===== src/rtl/luma_fusion_align.sv =====
// luma_fusion_align: re-aligns the Retinex (A) and HE (B) luma branches with the source
// pixel stream, then fuses or selects luma. Optional per-frame min/max: FUSION_STATS_EN.
module luma_fusion_fifo #(
  parameter int W     = 8,
  parameter int DEPTH = 16
) (
  input  logic         clk,
  input  logic         rst,
  input  logic         push,
  input  logic         pop,
  input  logic [W-1:0] wdata,
  output logic [W-1:0] rdata,
  output logic         empty,
  output logic         ovf
);
  localparam int AW = $clog2(DEPTH);

  logic [W-1:0]  mem_q [DEPTH];
  logic [AW-1:0] wr_q, rd_q;
  logic [AW:0]   cnt_q;
  logic          full, do_push, do_pop;

  assign empty   = (cnt_q == '0);
  assign full    = (cnt_q == (AW+1)'(DEPTH));
  assign do_pop  = pop && !empty;
  // A full FIFO still accepts a push in the cycle it is popped.
  assign do_push = push && (!full || do_pop);
  assign ovf     = push && !do_push;
  assign rdata   = mem_q[rd_q];

  // NOTE: storage is not reset; only pointers and count are, so stale words are never read.
  always_ff @(posedge clk) begin
    if (do_push) mem_q[wr_q] <= wdata;
  end

  // NOTE: sequential state uses non-blocking assignments so every register updates together.
  always_ff @(posedge clk or posedge rst) begin
    if (rst) begin
      wr_q  <= '0;
      rd_q  <= '0;
      cnt_q <= '0;
    end else begin
      if (do_push) wr_q <= wr_q + 1'b1;
      if (do_pop)  rd_q <= rd_q + 1'b1;
      case ({do_push, do_pop})
        2'b10:   cnt_q <= cnt_q + 1'b1;
        2'b01:   cnt_q <= cnt_q - 1'b1;
        default: cnt_q <= cnt_q;
      endcase
    end
  end
endmodule

module luma_fusion_align #(
  parameter int DATA_W     = 8,
  parameter int WEIGHT_W   = 4,
  parameter int FIFO_DEPTH = 16
) (
  input  logic                clk,
  input  logic                rst,
  input  logic                in_valid,
  input  logic                in_sof,
  input  logic                in_eof,
  input  logic [DATA_W-1:0]   in_y,
  input  logic [DATA_W-1:0]   in_cb,
  input  logic [DATA_W-1:0]   in_cr,
  input  logic                a_valid,
  input  logic [DATA_W-1:0]   a_y,
  input  logic                b_valid,
  input  logic [DATA_W-1:0]   b_y,
  input  logic [WEIGHT_W-1:0] cfg_weight,
  input  logic [1:0]          cfg_mode,
  input  logic                err_clr,
  output logic                out_valid,
  output logic                out_sof,
  output logic                out_eof,
  output logic [DATA_W-1:0]   out_y,
  output logic [DATA_W-1:0]   out_cb,
  output logic [DATA_W-1:0]   out_cr,
  output logic                err_overflow,
  output logic                err_order,
  output logic                stat_valid,
  output logic [DATA_W-1:0]   stat_min,
  output logic [DATA_W-1:0]   stat_max
);
  localparam int PW  = DATA_W + WEIGHT_W + 1;
  localparam int CW  = $clog2(FIFO_DEPTH) + 1;

  typedef enum logic [1:0] {MODE_FUSE, MODE_A, MODE_B, MODE_Y} mode_e;
  typedef struct packed {
    logic              sof;
    logic              eof;
    logic [DATA_W-1:0] y;
    logic [DATA_W-1:0] cb;
    logic [DATA_W-1:0] cr;
  } pix_t;

  pix_t              s_head;
  logic [DATA_W-1:0] a_head, b_head;
  logic              s_empty, a_empty, b_empty, s_ovf, a_ovf, b_ovf, pop;

  luma_fusion_fifo #(.W($bits(pix_t)), .DEPTH(FIFO_DEPTH)) u_s_fifo (
    .clk(clk), .rst(rst), .push(in_valid), .pop(pop),
    .wdata({in_sof, in_eof, in_y, in_cb, in_cr}),
    .rdata(s_head), .empty(s_empty), .ovf(s_ovf));
  luma_fusion_fifo #(.W(DATA_W), .DEPTH(FIFO_DEPTH)) u_a_fifo (
    .clk(clk), .rst(rst), .push(a_valid), .pop(pop), .wdata(a_y),
    .rdata(a_head), .empty(a_empty), .ovf(a_ovf));
  luma_fusion_fifo #(.W(DATA_W), .DEPTH(FIFO_DEPTH)) u_b_fifo (
    .clk(clk), .rst(rst), .push(b_valid), .pop(pop), .wdata(b_y),
    .rdata(b_head), .empty(b_empty), .ovf(b_ovf));

  assign pop = !s_empty && !a_empty && !b_empty;

  // The sof pixel already uses the freshly sampled weight/mode; the rest of the frame holds them.
  logic                sof_pop;
  logic [WEIGHT_W-1:0] w_q, eff_w;
  mode_e               mode_q, eff_mode;
  logic [WEIGHT_W:0]   wa, wb;
  logic [PW-1:0]       pa_d, pb_d;

  assign sof_pop  = pop && s_head.sof;
  assign eff_w    = sof_pop ? cfg_weight : w_q;
  assign eff_mode = sof_pop ? mode_e'(cfg_mode) : mode_q;
  assign wa       = {1'b0, eff_w};
  assign wb       = (WEIGHT_W+1)'(2**WEIGHT_W) - wa;
  assign pa_d     = PW'(a_head) * PW'(wa);
  assign pb_d     = PW'(b_head) * PW'(wb);

  logic              v1_q;
  pix_t              pix1_q;
  logic [DATA_W-1:0] a1_q, b1_q;
  logic [PW-1:0]     pa1_q, pb1_q;
  mode_e             mode1_q;

  always_ff @(posedge clk or posedge rst) begin
    if (rst) begin
      w_q     <= '0;
      mode_q  <= MODE_FUSE;
      v1_q    <= 1'b0;
      pix1_q  <= '0;
      a1_q    <= '0;
      b1_q    <= '0;
      pa1_q   <= '0;
      pb1_q   <= '0;
      mode1_q <= MODE_FUSE;
    end else begin
      v1_q <= pop;
      if (sof_pop) begin
        w_q    <= cfg_weight;
        mode_q <= mode_e'(cfg_mode);
      end
      if (pop) begin
        pix1_q  <= s_head;
        a1_q    <= a_head;
        b1_q    <= b_head;
        pa1_q   <= pa_d;
        pb1_q   <= pb_d;
        mode1_q <= eff_mode;
      end
    end
  end

  // Weighted sum never exceeds (2^DATA_W-1) * 2^WEIGHT_W + rounding, so PW bits suffice.
  logic [PW-1:0]     sum;
  logic [DATA_W-1:0] y_sel;

  assign sum = pa1_q + pb1_q + PW'(2**(WEIGHT_W-1));

  // NOTE: every always_comb output gets a default first so no path can infer a latch.
  always_comb begin
    y_sel = sum[WEIGHT_W +: DATA_W];
    case (mode1_q)
      MODE_A:  y_sel = a1_q;
      MODE_B:  y_sel = b1_q;
      MODE_Y:  y_sel = pix1_q.y;
      default: y_sel = sum[WEIGHT_W +: DATA_W];
    endcase
  end

  logic              out_valid_q, out_sof_q, out_eof_q;
  logic [DATA_W-1:0] out_y_q, out_cb_q, out_cr_q;

  always_ff @(posedge clk or posedge rst) begin
    if (rst) begin
      out_valid_q <= 1'b0;
      out_sof_q   <= 1'b0;
      out_eof_q   <= 1'b0;
      out_y_q     <= '0;
      out_cb_q    <= '0;
      out_cr_q    <= '0;
    end else begin
      out_valid_q <= v1_q;
      out_sof_q   <= v1_q && pix1_q.sof;
      out_eof_q   <= v1_q && pix1_q.eof;
      if (v1_q) begin
        out_y_q  <= y_sel;
        out_cb_q <= pix1_q.cb;
        out_cr_q <= pix1_q.cr;
      end
    end
  end

  assign out_valid = out_valid_q;
  assign out_sof   = out_sof_q;
  assign out_eof   = out_eof_q;
  assign out_y     = out_y_q;
  assign out_cb    = out_cb_q;
  assign out_cr    = out_cr_q;

  // Branch data with no matching source pixel for too long means the streams are misordered.
  logic          order_cond, order_set, err_ovf_d, err_ord_d;
  logic [CW-1:0] ord_cnt_q, ord_cnt_d;
  logic          err_ovf_q, err_ord_q;

  assign order_cond = s_empty && (!a_empty || !b_empty);
  assign order_set  = order_cond && (ord_cnt_q == CW'(FIFO_DEPTH));
  assign ord_cnt_d  = !order_cond ? '0 :
                      (ord_cnt_q == CW'(FIFO_DEPTH)) ? ord_cnt_q : ord_cnt_q + 1'b1;
  assign err_ovf_d  = s_ovf || a_ovf || b_ovf || (err_ovf_q && !err_clr);
  assign err_ord_d  = order_set || (err_ord_q && !err_clr);

  always_ff @(posedge clk or posedge rst) begin
    if (rst) begin
      ord_cnt_q <= '0;
      err_ovf_q <= 1'b0;
      err_ord_q <= 1'b0;
    end else begin
      ord_cnt_q <= ord_cnt_d;
      err_ovf_q <= err_ovf_d;
      err_ord_q <= err_ord_d;
    end
  end

  assign err_overflow = err_ovf_q;
  assign err_order    = err_ord_q;

`ifdef FUSION_STATS_EN
  logic [DATA_W-1:0] run_min_q, run_max_q, run_min_d, run_max_d, st_min_q, st_max_q;
  logic              st_v_q;

  always_comb begin
    run_min_d = run_min_q;
    run_max_d = run_max_q;
    if (out_valid_q) begin
      if (out_sof_q) begin
        run_min_d = out_y_q;
        run_max_d = out_y_q;
      end else begin
        if (out_y_q < run_min_q) run_min_d = out_y_q;
        if (out_y_q > run_max_q) run_max_d = out_y_q;
      end
    end
  end

  always_ff @(posedge clk or posedge rst) begin
    if (rst) begin
      run_min_q <= '0;
      run_max_q <= '0;
      st_min_q  <= '0;
      st_max_q  <= '0;
      st_v_q    <= 1'b0;
    end else begin
      run_min_q <= run_min_d;
      run_max_q <= run_max_d;
      st_v_q    <= out_valid_q && out_eof_q;
      if (out_valid_q && out_eof_q) begin
        st_min_q <= run_min_d;
        st_max_q <= run_max_d;
      end
    end
  end

  assign stat_valid = st_v_q;
  assign stat_min   = st_min_q;
  assign stat_max   = st_max_q;
`else
  assign stat_valid = 1'b0;
  assign stat_min   = '0;
  assign stat_max   = '0;
`endif
endmodule


===== config.mk =====
export PLATFORM = sky130hd
export DESIGN_NAME = luma_fusion_align
export DESIGN_NICKNAME = d
export VERILOG_FILES = /design/src/rtl/luma_fusion_align.sv
export SDC_FILE = /design/constraint.sdc
export NUM_CORES = 1
export LEC_CHECK = 0
export ABC_AREA = 1
export BUFFER_PORTS_ARGS = -buffer_cell sky130_fd_sc_hd__buf_4
export CAP_MARGIN = 20
export CORE_UTILIZATION = 47
export CTS_CLUSTER_DIAMETER = 60
export DETAILED_ROUTE_END_ITERATION = 10
export PLACE_DENSITY_LB_ADDON = 0.2
export SLEW_MARGIN = 10
export SYNTH_ARGS = -nofsm -noshare
export SYNTH_HDL_FRONTEND = slang
export SYNTH_SLANG_ARGS = --single-unit
export TNS_END_PERCENT = 20

===== constraint.sdc =====
create_clock -name clk -period 10.6 [get_ports clk]
set_input_delay 1.06 -clock clk [delete_from_list [all_inputs] [get_ports clk]]
set_output_delay 1.06 -clock clk [all_outputs]
set_load 0.01 [all_outputs]

==> metrics.cfg, run 1 <==
[floorplanning]
rows=100
die_x_um=276
boundaryPins=100
full_die_area_um2=76000
core_area_um2=74300
chipHeight_um=276
starting_density_of_the_core=0.474

[sta]
rsz0062_at_grt=no
final_setup_skew_ps=21.6
worst_slew_margin_rel=0.262
finalWorstPathRequiredPeriod_ps=7050
setup_viol=0
tightestPinTransition_ps=1100
final_min_period_over_clock_period=0.665
count_of_pins_over_their_slew_limit=0
fmax_ghz=0.142
hold_viol=0
tns_ps=0

[setup_path]
cpMaxStageDelayCell=sky130_fd_sc_hd__dfrtp_4
timing.critical_path.from_type=flip-flop
crit_end_category=flip-flop
setup.worst_path.class=reg2reg
critPathArrivalTime_ps=7600
critical_path.most_common_cell=sky130_fd_sc_hd__nand2_1
cp_slowest_stage_delay_ps=830
timing.critical_path.required_ps=11150
timing.critical_path.fanout_max=79

[outcome]
run_status=finished clean

[layout]
drive_gt1_frac=0.107
fin_nets=3145
most_frequent_standard_cell_in_the_layout_excluding_fill_and_tap_cells=sky130_fd_sc_hd__edfxtp_1
final_cell_mix=sky130_fd_sc_hd__edfxtp_1, sky130_fd_sc_hd__nor2_1, sky130_fd_sc_hd__o21ai_0
area.growth.synth_to_final_pct=12.8

[logic_synthesis]
netlist-cell-type-count=51
synth_area_leaders=sky130_fd_sc_hd__edfxtp_1, sky130_fd_sc_hd__dfrtp_1, sky130_fd_sc_hd__o21ai_0, sky130_fd_sc_hd__nor2_1, sky130_fd_sc_hd__nand2_1
synthesis.instances=2920
count_of_synthesis_stage_warnings_from_yosys=0
avgSynthCellArea_um2=12.1
synth_edf_count=672
synth.top_cell.area_share=0.573
ys.flop_type=sky130_fd_sc_hd__edfxtp_1
postSynth.asyncResetShare=0.180
post_synth_instance_area_um2=35200
post_synthesis_register_bit_count=820
yosysSeqAreaShare=0.678
synth.largest_area_cell=sky130_fd_sc_hd__edfxtp_1

[clocking]
clk_latency_worst_skew_pair_ps=640
post_cts_setup_buffer_count=0
max-clock-path-buffers=3
cts_hold_repair.buffers=0
cts.reportedPaths.clkPinSlew_ps=60
clock_sink_count=820
tritoncts=built
postCtsResizedCells=0
cts.root.buffer_cell=sky130_fd_sc_hd__clkbuf_16
cts_htree_levels=3
cts_made_buffers=90

[grt]
grt-ovfl-total=0
grt_start_max_net_pins=103
first_global_vias=22300
grt_first_pass_wirelength_mm=132
grt_antenna_before_repair=5
grt_usage=0.230

[route]
vias=22800
detail_route.drc_violations=0
firstDrtPassIters=6
viasPerCell=5.67
dr.first_iter.drc_count=2275
totalWireLength_mm=87.7
per_cell_routed_wire_length_um=21.8
detail-route-antenna-nets=0

[run]
drv_cap=0

[hold_path]
min_delay_path_class=reg2reg

[place]
portBuffers=82
gpl.final_weighted_congestion=0.843
dp_hpwl_mm=50.6

==> synth_stat cells, drive strengths merged, types with 6 or more instances <==
| library cell | n |
|---|---|
| nand3 | 80 |
| a21oi | 41 |
| o21ai | 427 |
| edfxtp | 672 |
| xnor2 | 6 |
| nand4 | 17 |
| o22ai | 57 |
| clkbuf | 116 |
| a31oi | 19 |
| nor3 | 6 |
| nand2 | 293 |
| xor2 | 41 |
| dfrtp | 148 |
| a22oi | 15 |
| ha | 82 |
| nor2 | 467 |
| inv | 182 |
| fa | 32 |
| clkinv | 7 |
| o221ai | 114 |
| o211ai | 20 |
| buf | 55 |
==> layout make-up <==
| class | count | area, um^2 |
|---|---|---|
| clock buffer | 120 | 2430 |
| timing repair buffer | 120 | 933 |
| fill | 6334 | 34600 |
| antenna | 1 | 2.50 |
| clock inverter | 47 | 508 |
| multi-input combinational | 1756 | 10000 |
| inverter | 189 | 733 |
| tap | 969 | 1210 |
| sequential | 820 | 23900 |
==> final timing paths <==
check                                              from                           end  slack (ps)  depth (start not counted)
max                        u_s_fifo.rd_q[0]$_DFFE_PP0P_         pb1_q[10]$_DFFE_PP0N_        3550                         32
min                                pb1_q[2]$_DFFE_PP0N_          pb1_q[2]$_DFFE_PP0N_         470                          2
max reg2reg                u_s_fifo.rd_q[0]$_DFFE_PP0P_         pb1_q[10]$_DFFE_PP0N_        3550                         32
min reg2reg                        pb1_q[2]$_DFFE_PP0N_          pb1_q[2]$_DFFE_PP0N_         470                          2
max in group asynchronous                           rst  u_a_fifo.rd_q[0]$_DFFE_PP0P_        8820                          4
min in group asynchronous                           rst         out_cb[3]$_DFFE_PP0P_         560                          2
==> registers in the layout, summed over array words and instances, names as in the netlist, 12 cells and up <==
| register | count |
|---|---|
| pa1_q | 12 |
| u_a_fifo.mem_q | 128 |
| pb1_q | 12 |
| pix1_q | 26 |
| u_s_fifo.mem_q | 416 |
| u_b_fifo.mem_q | 128 |
==> kinds of logic (layout without fill, tap and decap cells) <==
kind of cell / Yosys count / after routing / synth area share
AOI/OAI and AO/OA: 704 / 704 / 0.119
xor gates and xnor gates: 47 / 47 / 0.0119
adders and majority gates: 114 / 114 / 0.0473
buffers and inverters: 360 / 476 / 0.0420
DFF: 820 / 820 / 0.678
muxes: 4 / 4 / 0.00128
other: 1 / 18 / 0.000106
and+or+nand+nor: 870 / 870 / 0.100
==> critical path: cells and delay by family (launching register included) <==
kind            cells  cell delay (ps)
xor+xnor            1              130
compound gates      5              890
buf+inv             7             1470
flops               1              830
fa+ha+maj           5             2030
simple gates       14             1580
==> per-stage QoR <==
stage,util,hold slack [ps],worst slack [ps],cells,area (um^2)
finish,0.535,473,3550,4022,39700
global route,0.535,500,3000,4022,39700
CTS,0.534,477,3610,4019,39700
detailed placement,0.494,463,3630,3852,36700
global placement,0.494,463,3760,3852,36700
floorplan,-,352,5560,2936,35300
==> layer usage <==
| metal | GRT usage | wire, um | vias up |
|---|---|---|---|
| met5 | 0 | 57 | - |
| met4 | 0.0785 | 2510 | 8 |
| met3 | 0.0396 | 5570 | 169 |
| met2 | 0.377 | 42200 | 753 |
| met1 | 0.312 | 37300 | 11300 |
| li1 | - | - | 10600 |
Power of run 1 is left out: the tool's default activity adds up to more than one toggle a clock period on the data nets, which glitch-free logic cannot reach.
==> inputs of run 2 (changes only) <==
--- a/config.mk
+++ b/config.mk
@@ -5,7 +5,7 @@
 export SDC_FILE = /design/constraint.sdc
 export NUM_CORES = 1
 export LEC_CHECK = 0
-export ABC_AREA = 1
+export ABC_AREA = 0
 export BUFFER_PORTS_ARGS = -buffer_cell sky130_fd_sc_hd__buf_4
 export CAP_MARGIN = 20
 export CORE_UTILIZATION = 47
==> constraint.sdc (replaced) <==
create_clock -name clk -period 6.9 [get_ports clk]
set_input_delay 0.69 -clock clk [delete_from_list [all_inputs] [get_ports clk]]
set_output_delay 0.69 -clock clk [all_outputs]
set_load 0.01 [all_outputs]
==> run 2 against run 1 <==
  * The run now ends with design-rule violations left
  * Critical endpoint is now pb1_q[11]$_DFFE_PP0N_
  * Hold slack worse by 260 ps
  * Non-clock buffer count decreased by 6
  * Critical path depth down 8
  * Cell count down 22%
  * Design area fell by 0.85%
  * Clock skew up 1.2 ps
  * Global-route usage fell by 2.6 points
  * Fmax grew 10%
  * Die area shrank 1.3%
  * Routed wire length decreased by 15%
  * Area after synthesis is 1.3% lower
==> metrics.cfg, run 2 <==
[logic_synthesis]
synth_area_leaders=sky130_fd_sc_hd__edfxtp_1, sky130_fd_sc_hd__mux4_2, sky130_fd_sc_hd__dfrtp_1, sky130_fd_sc_hd__ha_1, sky130_fd_sc_hd__nand2_1
yosys.cell_count.top_type=sky130_fd_sc_hd__edfxtp_1
netlist-cell-type-count=64  ; +25%
post_synth_instance_area_um2=34800  ; -1.3%
synth.top_cell.area_share=0.580  ; +0.00745
synth_edf_count=672  ; unchanged
count_of_synthesis_stage_warnings_from_yosys=0  ; unchanged
synthesis.instances=1973  ; -32%
post_synthesis_register_bit_count=820  ; unchanged
avgSynthCellArea_um2=17.6  ; +46%
ys.flop_type=sky130_fd_sc_hd__edfxtp_1
synth.cells.most_frequent=sky130_fd_sc_hd__edfxtp_1, sky130_fd_sc_hd__nand2_1, sky130_fd_sc_hd__mux4_2, sky130_fd_sc_hd__dfrtp_1, sky130_fd_sc_hd__ha_1
yosysSeqAreaShare=0.687  ; +0.00881
synth.largest_area_cell=sky130_fd_sc_hd__edfxtp_1
postSynth.asyncResetShare=0.180  ; unchanged

[layout]
final_cell_mix=sky130_fd_sc_hd__edfxtp_1, sky130_fd_sc_hd__nand2_1, sky130_fd_sc_hd__mux4_2
fin_nets=2262  ; -28%
largest_reg_flops=416  ; unchanged
area.growth.synth_to_final_pct=13.3
final_design_utilization=0.539  ; +0.00442
largest_registers=u_s_fifo.mem_q x416, u_a_fifo.mem_q x128, u_b_fifo.mem_q x128
most_frequent_standard_cell_in_the_layout_excluding_fill_and_tap_cells=sky130_fd_sc_hd__edfxtp_1
diodes=0  ; -1
registers.top_by_ff_count=u_s_fifo.mem_q
nFillCells=5753  ; -9.2%
drive_gt1_frac=0.241  ; +0.134

[sta]
finalWorstPathRequiredPeriod_ps=6390  ; -665 ps
hold_viol=0  ; unchanged
worst_slew_margin_rel=0.265  ; +0.00293
fmax_ghz=0.157  ; +10%
final_setup_skew_ps=22.8  ; +1.23 ps
rsz0062_at_grt=no
count_of_pins_over_their_slew_limit=0  ; unchanged
final_min_period_over_clock_period=0.926  ; +0.260
tightestPinTransition_ps=1100  ; -1.78 ps
setup_viol=0  ; unchanged
tns_ps=0  ; unchanged

[power]
peakVddDrop_uv=578
power.share.clock=0.212
powerDensity_nw_per_um2=553
power_frac_comb=0.465
cellLeakagePower_uw=0.0141
power.switching_fraction=0.369
p_int_uw=13700
share_seq_of_total_power=0.323
switching_power_uw=8040

[clocking]
cts.root.buffer_cell=sky130_fd_sc_hd__clkbuf_16
post_cts_setup_buffer_count=0  ; unchanged
cts.reportedPaths.clkPinSlew_ps=60  ; about the same
clk_latency_worst_skew_pair_ps=640  ; about the same
cts_hold_repair.buffers=0  ; unchanged
max-clock-path-buffers=3  ; unchanged
cts_made_buffers=90  ; unchanged
tritoncts=built
cts_htree_levels=3  ; unchanged
postCtsResizedCells=0  ; unchanged
clock_sink_count=820  ; unchanged

[outcome]
failed_checks=design-rule violations
run_status=complete, but fails checks

[setup_path]
timing.critical_path.from_type=flip-flop
timing.critical_path.required_ps=7410  ; -3740 ps
timing.critical_path.fanout_max=14  ; -82%
crit_end_category=flip-flop
critPathArrivalTime_ps=6890  ; -710 ps
r2r_setup_slack_ps=510  ; -3030 ps
reg2reg_depth=24  ; -25%
setup.worst_path.class=reg2reg

[place]
dp_hpwl_mm=45.3  ; -10%
portBuffers=82  ; unchanged
gpl.final_weighted_congestion=0.843  ; about the same

[floorplanning]
starting_density_of_the_core=0.476  ; +0.00185
die_x_um=274  ; -0.64%
chipHeight_um=274  ; -0.64%
core_area_um2=73100  ; -1.7%
full_die_area_um2=75100  ; -1.3%
rows=99  ; -1.0%
boundaryPins=100  ; unchanged

[route]
dr.first_iter.drc_count=1496  ; -34%
totalWireLength_mm=74.2  ; -15%
firstDrtPassIters=8  ; +2
per_cell_routed_wire_length_um=23.7  ; +8.8%
detail-route-antenna-nets=0  ; unchanged
viasPerCell=5.57  ; -1.8%
detail_route.drc_violations=24  ; +24
vias=17400  ; -24%

[hold_path]
min_delay_path_class=in2async

[grt]
first_global_vias=18300  ; -18%
grt-ovfl-total=0  ; unchanged
grt_usage=0.204  ; -0.0264
grt_antenna_before_repair=6  ; +1
grt_first_pass_wirelength_mm=113  ; -14%
grt_start_max_net_pins=113  ; +9.7%

[run]
drv_cap=0  ; unchanged

-- run 2: kinds of logic after synthesis --
logic type               count (synthesis)  synth area share
AND/OR/NAND/NOR                        402            0.0518
buffers and inverters                  186            0.0235
other                                    1          0.000108
XOR/XNOR                                54            0.0138
adder cells (fa/ha/maj)                114            0.0479
AO/OA/AOI/OAI                          136            0.0261
multiplexers                           260             0.150
flip-flops                             820             0.687
-- run 2: cell type report --
type | count | area, um^2 | area share
multi-input cells | 983 | 10200 | 0.259
well taps | 959 | 1200 | 0.0305
repair buffers | 114 | 881 | 0.0224
clock inverters | 47 | 429 | 0.0109
flip-flops and latches | 820 | 23900 | 0.607
clock buffers | 121 | 2460 | 0.0624
inverters | 85 | 329 | 0.00835
-- run 2: power groups by stage --
stage / combinational [uW] / clock [uW] / sequential (uW)
2_1_floorplan: 8010 / 0 / 6710
3_3_place_gp: 10000 / 0 / 7110
3_5_place_dp: 10200 / 0 / 7150
4_1_cts: 10200 / 4720 / 7050
5_1_grt: 11400 / 4910 / 7140
6_report: 10100 / 4620 / 7030
-- run 2: worst max-delay path, cell delays in order (launching register included) --
cell                       delay, ps
sky130_fd_sc_hd__dfrtp_2         670
sky130_fd_sc_hd__mux4_2          570
sky130_fd_sc_hd__mux2i_1         280
sky130_fd_sc_hd__mux2i_4         160
sky130_fd_sc_hd__nand2_8         150
sky130_fd_sc_hd__mux2_4          400
sky130_fd_sc_hd__inv_4           120
sky130_fd_sc_hd__ha_1            280
sky130_fd_sc_hd__nand2_1          80
sky130_fd_sc_hd__nor3_1          260
sky130_fd_sc_hd__a31oi_4         120
sky130_fd_sc_hd__nor2_1          170
sky130_fd_sc_hd__fa_1            460
sky130_fd_sc_hd__fa_1            490
sky130_fd_sc_hd__inv_1            50
sky130_fd_sc_hd__fa_1            470
sky130_fd_sc_hd__inv_1            40
sky130_fd_sc_hd__ha_1            340
sky130_fd_sc_hd__a21o_1          130
sky130_fd_sc_hd__nand2_1          60
sky130_fd_sc_hd__and3_1          170
sky130_fd_sc_hd__o31ai_1         390
sky130_fd_sc_hd__nor3_1           90
sky130_fd_sc_hd__a221oi_1        210
sky130_fd_sc_hd__nand2_1          80
-- run 2: final timing paths --
| kind | from | endpoint |
|---|---|---|
| min in group clk | cfg_mode[1] | mode_q[1]$_DFF_PP0_ |
| setup / recovery | u_s_fifo.rd_q[2]$_DFFE_PP0P_ | pb1_q[11]$_DFFE_PP0N_ |
| hold / removal | rst | out_cr[3]$_DFFE_PP0P_ |
| hold reg to reg | pix1_q[8]$_DFFE_PP0N_ | pix1_q[8]$_DFFE_PP0N_ |
| setup reg to reg | u_s_fifo.rd_q[2]$_DFFE_PP0P_ | pb1_q[11]$_DFFE_PP0N_ |
| max in group asynchronous | rst | u_b_fifo.rd_q[0]$_DFFE_PP0P_ |
-- run 2: per-stage QoR --
| step | area [um^2] | std cells | hold WS (ps) | total power (uW) | setup WS (ps) |
|---|---|---|---|---|---|
| after global placement | 36500 | 2959 | 455 | 17100 | 572 |
| final | 39400 | 3129 | 218 | 21800 | 513 |
| after floorplan | 34800 | 1989 | 352 | 14700 | 1230 |
| after global routing | 39400 | 3129 | 283 | 23500 | 97.2 |
| after CTS | 39400 | 3128 | 241 | 22000 | 515 |
| after detailed placement | 36500 | 2960 | 459 | 17300 | 501 |
-- run 2: routing by layer --
metal  track usage  share of wire  vias to the layer above
li1              -              -                     7793
met1         0.282           0.43                     9111
met5             0        0.00074                        -
met4        0.0646          0.027                        8
met2         0.332           0.49                      384
met3        0.0339          0.047                      130
Note: power is estimated with default switching activity, not from simulation.
